$ cat src/rtl/bcd_disp_pkg.sv
// bcd_disp_pkg: shared BCD digit type, 7-segment codes and per-digit step helper
package bcd_disp_pkg;
  typedef logic [3:0] bcd_digit_t;
  typedef struct packed {
    logic       carry;
    bcd_digit_t digit;
  } bcd_step_t;
  localparam logic [7:0] SEG_0 = 8'h3F;
  localparam logic [7:0] SEG_1 = 8'h06;
  localparam logic [7:0] SEG_2 = 8'h5B;
  localparam logic [7:0] SEG_3 = 8'h4F;
  localparam logic [7:0] SEG_4 = 8'h66;
  localparam logic [7:0] SEG_5 = 8'h6D;
  localparam logic [7:0] SEG_6 = 8'h7D;
  localparam logic [7:0] SEG_7 = 8'h07;
  localparam logic [7:0] SEG_8 = 8'h7F;
  localparam logic [7:0] SEG_9 = 8'h6F;
  localparam logic [7:0] SEG_BLANK = 8'h00;
  function automatic bcd_step_t bcd_step(input bcd_digit_t d, input logic up);
    return up ? ((d >= 4'd9) ? {1'b1, 4'd0} : {1'b0, d + 4'd1})
              : ((d == 4'd0) ? {1'b1, 4'd9} : {1'b0, d - 4'd1});
  endfunction
endpackage

$ cat src/rtl/bcd_counter_display_decoder.sv
// bcd_seg_decoder: registered BCD to 7-segment decode with dp and output polarity
module bcd_seg_decoder
  import bcd_disp_pkg::*;
#(
  parameter bit ACTIVE_LOW = 1'b1
) (
  input  logic       clk,
  input  logic       rst_n,
  input  bcd_digit_t digit,
  input  logic       dp,
  output logic [7:0] seg
);
  logic [7:0] code;
  logic [7:0] lit;
  always_comb begin
    case (digit)
      4'd0:    code = SEG_0;
      4'd1:    code = SEG_1;
      4'd2:    code = SEG_2;
      4'd3:    code = SEG_3;
      4'd4:    code = SEG_4;
      4'd5:    code = SEG_5;
      4'd6:    code = SEG_6;
      4'd7:    code = SEG_7;
      4'd8:    code = SEG_8;
      4'd9:    code = SEG_9;
      default: code = SEG_BLANK;
    endcase
    lit = {dp, code[6:0]};
  end
  always_ff @(posedge clk)
    seg <= !rst_n ? {8{ACTIVE_LOW}} : ACTIVE_LOW ? ~lit : lit;
endmodule

$ cat src/rtl/bcd_counter_display.sv
// bcd_counter_display: up/down BCD counter with multiplexed 7-segment scan; BCD_DISP_DP_EN adds dp_mask
module bcd_counter_display
  import bcd_disp_pkg::*;
#(
  parameter int CLK_HZ     = 12000000,
  parameter int TICK_HZ    = 1,
  parameter int SCAN_DIV   = 10000,
  parameter int DIGITS     = 3,
  parameter bit ACTIVE_LOW = 1'b1
) (
  input  logic                  clk,
  input  logic                  rst_n,
  input  logic                  en,
  input  logic                  up,
  input  logic                  clear,
  input  logic                  load,
  input  logic [4*DIGITS-1:0]   load_val,
`ifdef BCD_DISP_DP_EN
  input  logic [DIGITS-1:0]     dp_mask,
`endif
  output logic [4*DIGITS-1:0]   count_bcd,
  output logic                  wrap,
  output logic [7:0]            seg,
  output logic [DIGITS-1:0]     an
);
  localparam int PRESC_TERM = CLK_HZ / TICK_HZ - 1;
  localparam int PW = $clog2(PRESC_TERM + 1);
  localparam int SW = SCAN_DIV > 1 ? $clog2(SCAN_DIV) : 1;
  localparam int IW = DIGITS > 1 ? $clog2(DIGITS) : 1;
  localparam int NW = $clog2(DIGITS + 1);
  logic [PW-1:0]       presc;
  logic [SW-1:0]       scan_cnt;
  logic [IW-1:0]       idx, eidx;
  logic [NW-1:0]       n;
  logic [4*DIGITS-1:0] stepped, clamped;
  logic [DIGITS-1:0]   dp_bits, sel;
  logic                carry, tick, scan_term, idx_over, idx_last, dp;
  bcd_step_t           st;
  bcd_digit_t          digit;
`ifdef BCD_DISP_DP_EN
  assign dp_bits = dp_mask;
`else
  assign dp_bits = '0;
`endif
  assign tick = presc == PW'(PRESC_TERM);
  assign scan_term = scan_cnt == SW'(SCAN_DIV - 1);
  // ripple carry/borrow through every digit within one cycle
  always_comb begin
    carry = 1'b1;
    stepped = count_bcd;
    clamped = load_val;
    st = '0;
    for (int i = 0; i < DIGITS; i++) begin
      st = bcd_step(count_bcd[4*i +: 4], up);
      stepped[4*i +: 4] = carry ? st.digit : count_bcd[4*i +: 4];
      carry = carry & st.carry;
      clamped[4*i +: 4] = load_val[4*i +: 4] > 4'd9 ? 4'd9 : load_val[4*i +: 4];
    end
  end
  // active positions: highest non-zero (or dp-marked) digit + 1, at least one
  always_comb begin
    n = NW'(1);
    for (int i = 0; i < DIGITS; i++)
      if (count_bcd[4*i +: 4] != 4'd0 || dp_bits[i]) n = NW'(i + 1);
  end
  assign idx_over = 32'(idx) >= 32'(n);
  assign idx_last = 32'(idx) + 1 >= 32'(n);
  assign eidx = idx_over ? '0 : idx;
  assign digit = count_bcd[4*32'(eidx) +: 4];
  assign dp = dp_bits[eidx];
  assign sel = DIGITS'(1) << eidx;
  always_ff @(posedge clk) begin
    if (!rst_n) begin
      count_bcd <= '0;
      wrap <= 1'b0;
      presc <= '0;
      scan_cnt <= '0;
      idx <= '0;
      an <= {DIGITS{ACTIVE_LOW}};
    end else begin
      count_bcd <= clear ? '0 : load ? clamped : (tick && en) ? stepped : count_bcd;
      wrap <= !clear && !load && tick && en && carry;
      presc <= (clear || load || tick) ? '0 : presc + 1'b1;
      scan_cnt <= scan_term ? '0 : scan_cnt + 1'b1;
      idx <= (idx_over || (scan_term && idx_last)) ? '0 : scan_term ? idx + 1'b1 : idx;
      an <= ACTIVE_LOW ? ~sel : sel;
    end
  end
  bcd_seg_decoder #(.ACTIVE_LOW(ACTIVE_LOW)) u_dec (
    .clk  (clk),
    .rst_n(rst_n),
    .digit(digit),
    .dp   (dp),
    .seg  (seg)
  );
endmodule
$ cat config.mk
export PLATFORM = sky130hd
export DESIGN_NAME = bcd_counter_display
export DESIGN_NICKNAME = d
export VERILOG_FILES = /design/src/rtl/bcd_disp_pkg.sv /design/src/rtl/bcd_counter_display_decoder.sv /design/src/rtl/bcd_counter_display.sv
export SDC_FILE = /design/constraint.sdc
export NUM_CORES = 1
export LEC_CHECK = 0
export ABC_AREA = 1
export BUFFER_PORTS_ARGS = -buffer_cell sky130_fd_sc_hd__buf_2
export CAP_MARGIN = 20
export CORE_MARGIN = 2
export CORE_UTILIZATION = 28
export CTS_CLUSTER_DIAMETER = 50
export DETAILED_ROUTE_END_ITERATION = 10
export PLACE_DENSITY = 0.47
export SLEW_MARGIN = 25
export SYNTH_ARGS = -nofsm -noshare
export SYNTH_HDL_FRONTEND = slang
export SYNTH_SLANG_ARGS = --single-unit
$ cat constraint.sdc
create_clock -name clk -period 3 [get_ports clk]
set_clock_uncertainty 0.2 [all_clocks]
set_input_delay 0.3 -clock clk [delete_from_list [all_inputs] [get_ports clk]]
set_output_delay 0.3 -clock clk [all_outputs]
set_load 0.01 [all_outputs]
==> impl_metrics.env <==
export IMPL_slowest_stage="dfxtp_1"
export IMPL_cts_buffers_inserted=9
export IMPL_max_slew_worst_pin_slew_ns=0.924
export IMPL_drt_wirelength_per_cell_um=12.3
export IMPL_post_route_cell_area_mm2=0.00479
export IMPL_leakage_power_of_the_design_nw=2.13
export IMPL_most_common_layout_cells="nand2_1 (161), nor2_1 (83), inv_1 (71)"
export IMPL_power_density_cell_area_mw_per_mm2=487
export IMPL_cts_reportedPaths_clkPinSlew_ns=0.06
export IMPL_slew_violations=0
export IMPL_grt_max_degree=19
export IMPL_placedInstanceArea_mm2=0.00442
export IMPL_start_kind="flop"
export IMPL_worst_r2r_setup_slack_ns=0.28
export IMPL_post_cts_setup_buffer_count=0
export IMPL_core_rowCount=43
export IMPL_crit_chain="inv_1, ha_2, nand3_2, nand4_1, ha_1, inv_1, nand2_1, nand2_1, nand3_2, inv_1, nor2_2, nand2_1, nand2_1, inv_1, ha_1, inv_1, nand2_1, nand3_1, nand2_1"
export IMPL_grt_met1_usage_pct=18.8
export IMPL_final_layout_net_count=697
export IMPL_design_die_area_mm2=0.0151
export IMPL_i_o_pin_total=42
export IMPL_syn_avg_cell_area_um2=6.57
export IMPL_layout_core_utilization_pct=34.7
export IMPL_vias=3869
export IMPL_die_x_um=123
export IMPL_synth_async_sr_flop_share_pct=0
export IMPL_detailedPlacementHpwl_um=7780
export IMPL_synthSimpleGateAreaFrac_pct=40.0
export IMPL_fin_tns_setup_ns=0
export IMPL_final_period_minus_worst_setup_slack_ns=2.72
export IMPL_ys_flop_type="dfxtp_1"
export IMPL_clk_latency_ns=0.34
export IMPL_routability_driven_placement_congestion_ratio=0.830
export IMPL_timing_critical_path_slowest_cell_delay_ns=0.33
export IMPL_final_instance_count_excl_fill=842
export IMPL_multi_input_comb_area_mm2=0.00235
export IMPL_placed_cells=826
export IMPL_use_met3_pct=4.79
export IMPL_critPathBufInv=5
export IMPL_register_area_mm2=0.00126
export IMPL_post_cts_resized=0
export IMPL_worstSetupPathDepth=19
export IMPL_wire_length_of_the_first_global_routing_pass_um=17300
export IMPL_ys_types=40
export IMPL_final_setup_viol_count=0
export IMPL_critical_path_most_common_cell="nand2_1"
export IMPL_grt_total_usage_pct=14.7
export IMPL_synth_top_family_by_area="simple AND/OR/NAND/NOR gates"
export IMPL_synth_xor_xnor_area_share_pct=4.43
export IMPL_first_iter_violations=291
export IMPL_die_height_um=123
export IMPL_core_area_mm2=0.0138
export IMPL_post_synth_top_area_fraction_pct=31.9
export IMPL_post_synth_mux_area_share_pct=0
export IMPL_largest_fanout_of_any_net_on_the_critical_path=4
export IMPL_finalHoldViolCount=0
export IMPL_htree_levels=3
export IMPL_drt_total_wl_um=10300
export IMPL_ys_warnings_count=0
export IMPL_diode_count=0
export IMPL_synth_compound_gate_area_share_pct=7.10
export IMPL_clock_tree_root_cell="clkbuf_16"
export IMPL_period_share_pct=90.7
export IMPL_grt_remaining_overflow=0
export IMPL_layout_drive_gt1_share_pct=15.1
export IMPL_numClockSinks=63
export IMPL_clk_path_buf_depth=2
export IMPL_first_global_vias=3681
export IMPL_synth_area_leaders="dfxtp_1 (32%), nand2_1 (15%), nor2_1 (8.2%)"
export IMPL_portion_of_the_post_synthesis_area_used_by_sequential_elements_pct=31.9
export IMPL_initial_utilization_pct=28.6
export IMPL_synth_cell_area_mm2=0.00395
export IMPL_timing_critical_path_required_ns=3.03
export IMPL_criticalPathCategory="flop to flop"
export IMPL_area_growth_syn_to_layout_pct=21.4
export IMPL_antenna_left=0
export IMPL_final_common_cell="nand2_1"
export IMPL_met2_usage_pct=22.6
export IMPL_num_fill_cells=1483
export IMPL_register_bit_total_from_synthesis=63
export IMPL_vdd_ir_drop_max_mv=0.282
export IMPL_status="complete, no violations"
export IMPL_worst_r2r_path_depth=19
export IMPL_synth_area_leader="dfxtp_1"
export IMPL_synthAdderAreaFrac_pct=7.16
export IMPL_drt_first_pass_iters=4
export IMPL_tritoncts="built"
export IMPL_routed_via_density=4.60
export IMPL_post_cts_hold_fix_bufs=0
export IMPL_synth_fp_nets=641
export IMPL_hold_crit_path_type="input port to flop"
export IMPL_holdPathStages=2
export IMPL_max_slew_margin_pct=38.1
export IMPL_setup_crit_end_kind="flop"
export IMPL_unrepaired_setup_endpoints_after_global_routing="false"
export IMPL_crit_family="simple AND/OR/NAND/NOR gates"
export IMPL_cp_arrival_ns=2.76
export IMPL_maxCapViolCount=0
export IMPL_number_of_synthesized_flops_with_an_enable_pin=0
export IMPL_achievable_frequency_mhz=367
export IMPL_placement_io_buffers=40
export IMPL_detail_route_drc_violations=0
export IMPL_grt_busiest_layer="met2"
export IMPL_antenna_found_initial=0
export IMPL_synth_cells=601
[synth_stat cells, types with 7 or more instances]
| cell type | n |
|---|---|
| o21ai_0 | 22 |
| nor3_1 | 8 |
| nor2_1 | 86 |
| inv_1 | 73 |
| a21oi_1 | 18 |
| dfxtp_1 | 63 |
| nand4_1 | 19 |
| nand2_1 | 161 |
| xor2_1 | 13 |
| xnor2_1 | 7 |
| ha_1 | 21 |
| nand3_1 | 59 |
[metal layers]
metal	vias to the layer above	wire length, µm
met2	73	4490
met4	0	193
met3	15	613
met1	1750	5040
met5	-	0
li1	2031	-
[flip-flops by register name, indices dropped and copies added, names as in the netlist]
register / cells
an: 3
count_bcd: 12
idx: 2
presc: 24
scan_cnt: 14
u_dec.seg: 7
wrap: 1
[worst register-to-register path, cell delays in order (launching register included)]
cell	delay (ns)
dfxtp_1	0.33
inv_1	0.06
ha_2	0.21
nand3_2	0.12
nand4_1	0.12
ha_1	0.32
inv_1	0.04
nand2_1	0.05
nand2_1	0.07
nand3_2	0.08
inv_1	0.09
nor2_2	0.13
nand2_1	0.06
nand2_1	0.11
inv_1	0.09
ha_1	0.27
inv_1	0.05
nand2_1	0.06
nand3_1	0.09
nand2_1	0.05
[cell type report]
type	count	area share [%]
Clock buffer	14	5.92
Sequential cell	63	26.3
Timing Repair Buffer	55	6.52
Clock inverter	2	1.25
Tap cell	180	4.70
Inverter	79	6.18
Multi-Input combinational cell	449	49.1
[report_power, final]
| group | switching [mW] | internal (mW) |
|---|---|---|
| registers | 0.0125 | 0.857 |
| clock network | 0.387 | 0.818 |
| logic | 0.165 | 0.0977 |
| total | 0.564 | 1.77 |
[metrics by stage]
stage	power [mW]	hold slack [ns]	setup WS (ns)
after global routing	2.44	0.0180	0.00185
after CTS	2.36	0.00610	0.0521
final	2.34	0.0120	0.278
after detailed placement	1.14	0.243	0.0672
after floorplan	1.06	0.169	0.0960
after global placement	1.14	0.228	0.212
[cells by family (layout without fill, tap and decap cells)]
family / Yosys count / in the layout
DFF: 63 / 63
AOI/OAI and AO/OA: 50 / 50
xor gates and xnor gates: 20 / 20
adders and majority gates: 22 / 22
and+or+nand+nor: 356 / 356
other: 1 / 1
buffers and inverters: 89 / 150
[path summary, 6_finish.rpt]
path,startpoint,end
min,rst_n,u_dec.seg[4]
min reg2reg,scan_cnt[0],scan_cnt[0]
max reg2reg,count_bcd[4],u_dec.seg[3]
max,count_bcd[4],u_dec.seg[3]
Power figures use the tool's default switching activity.
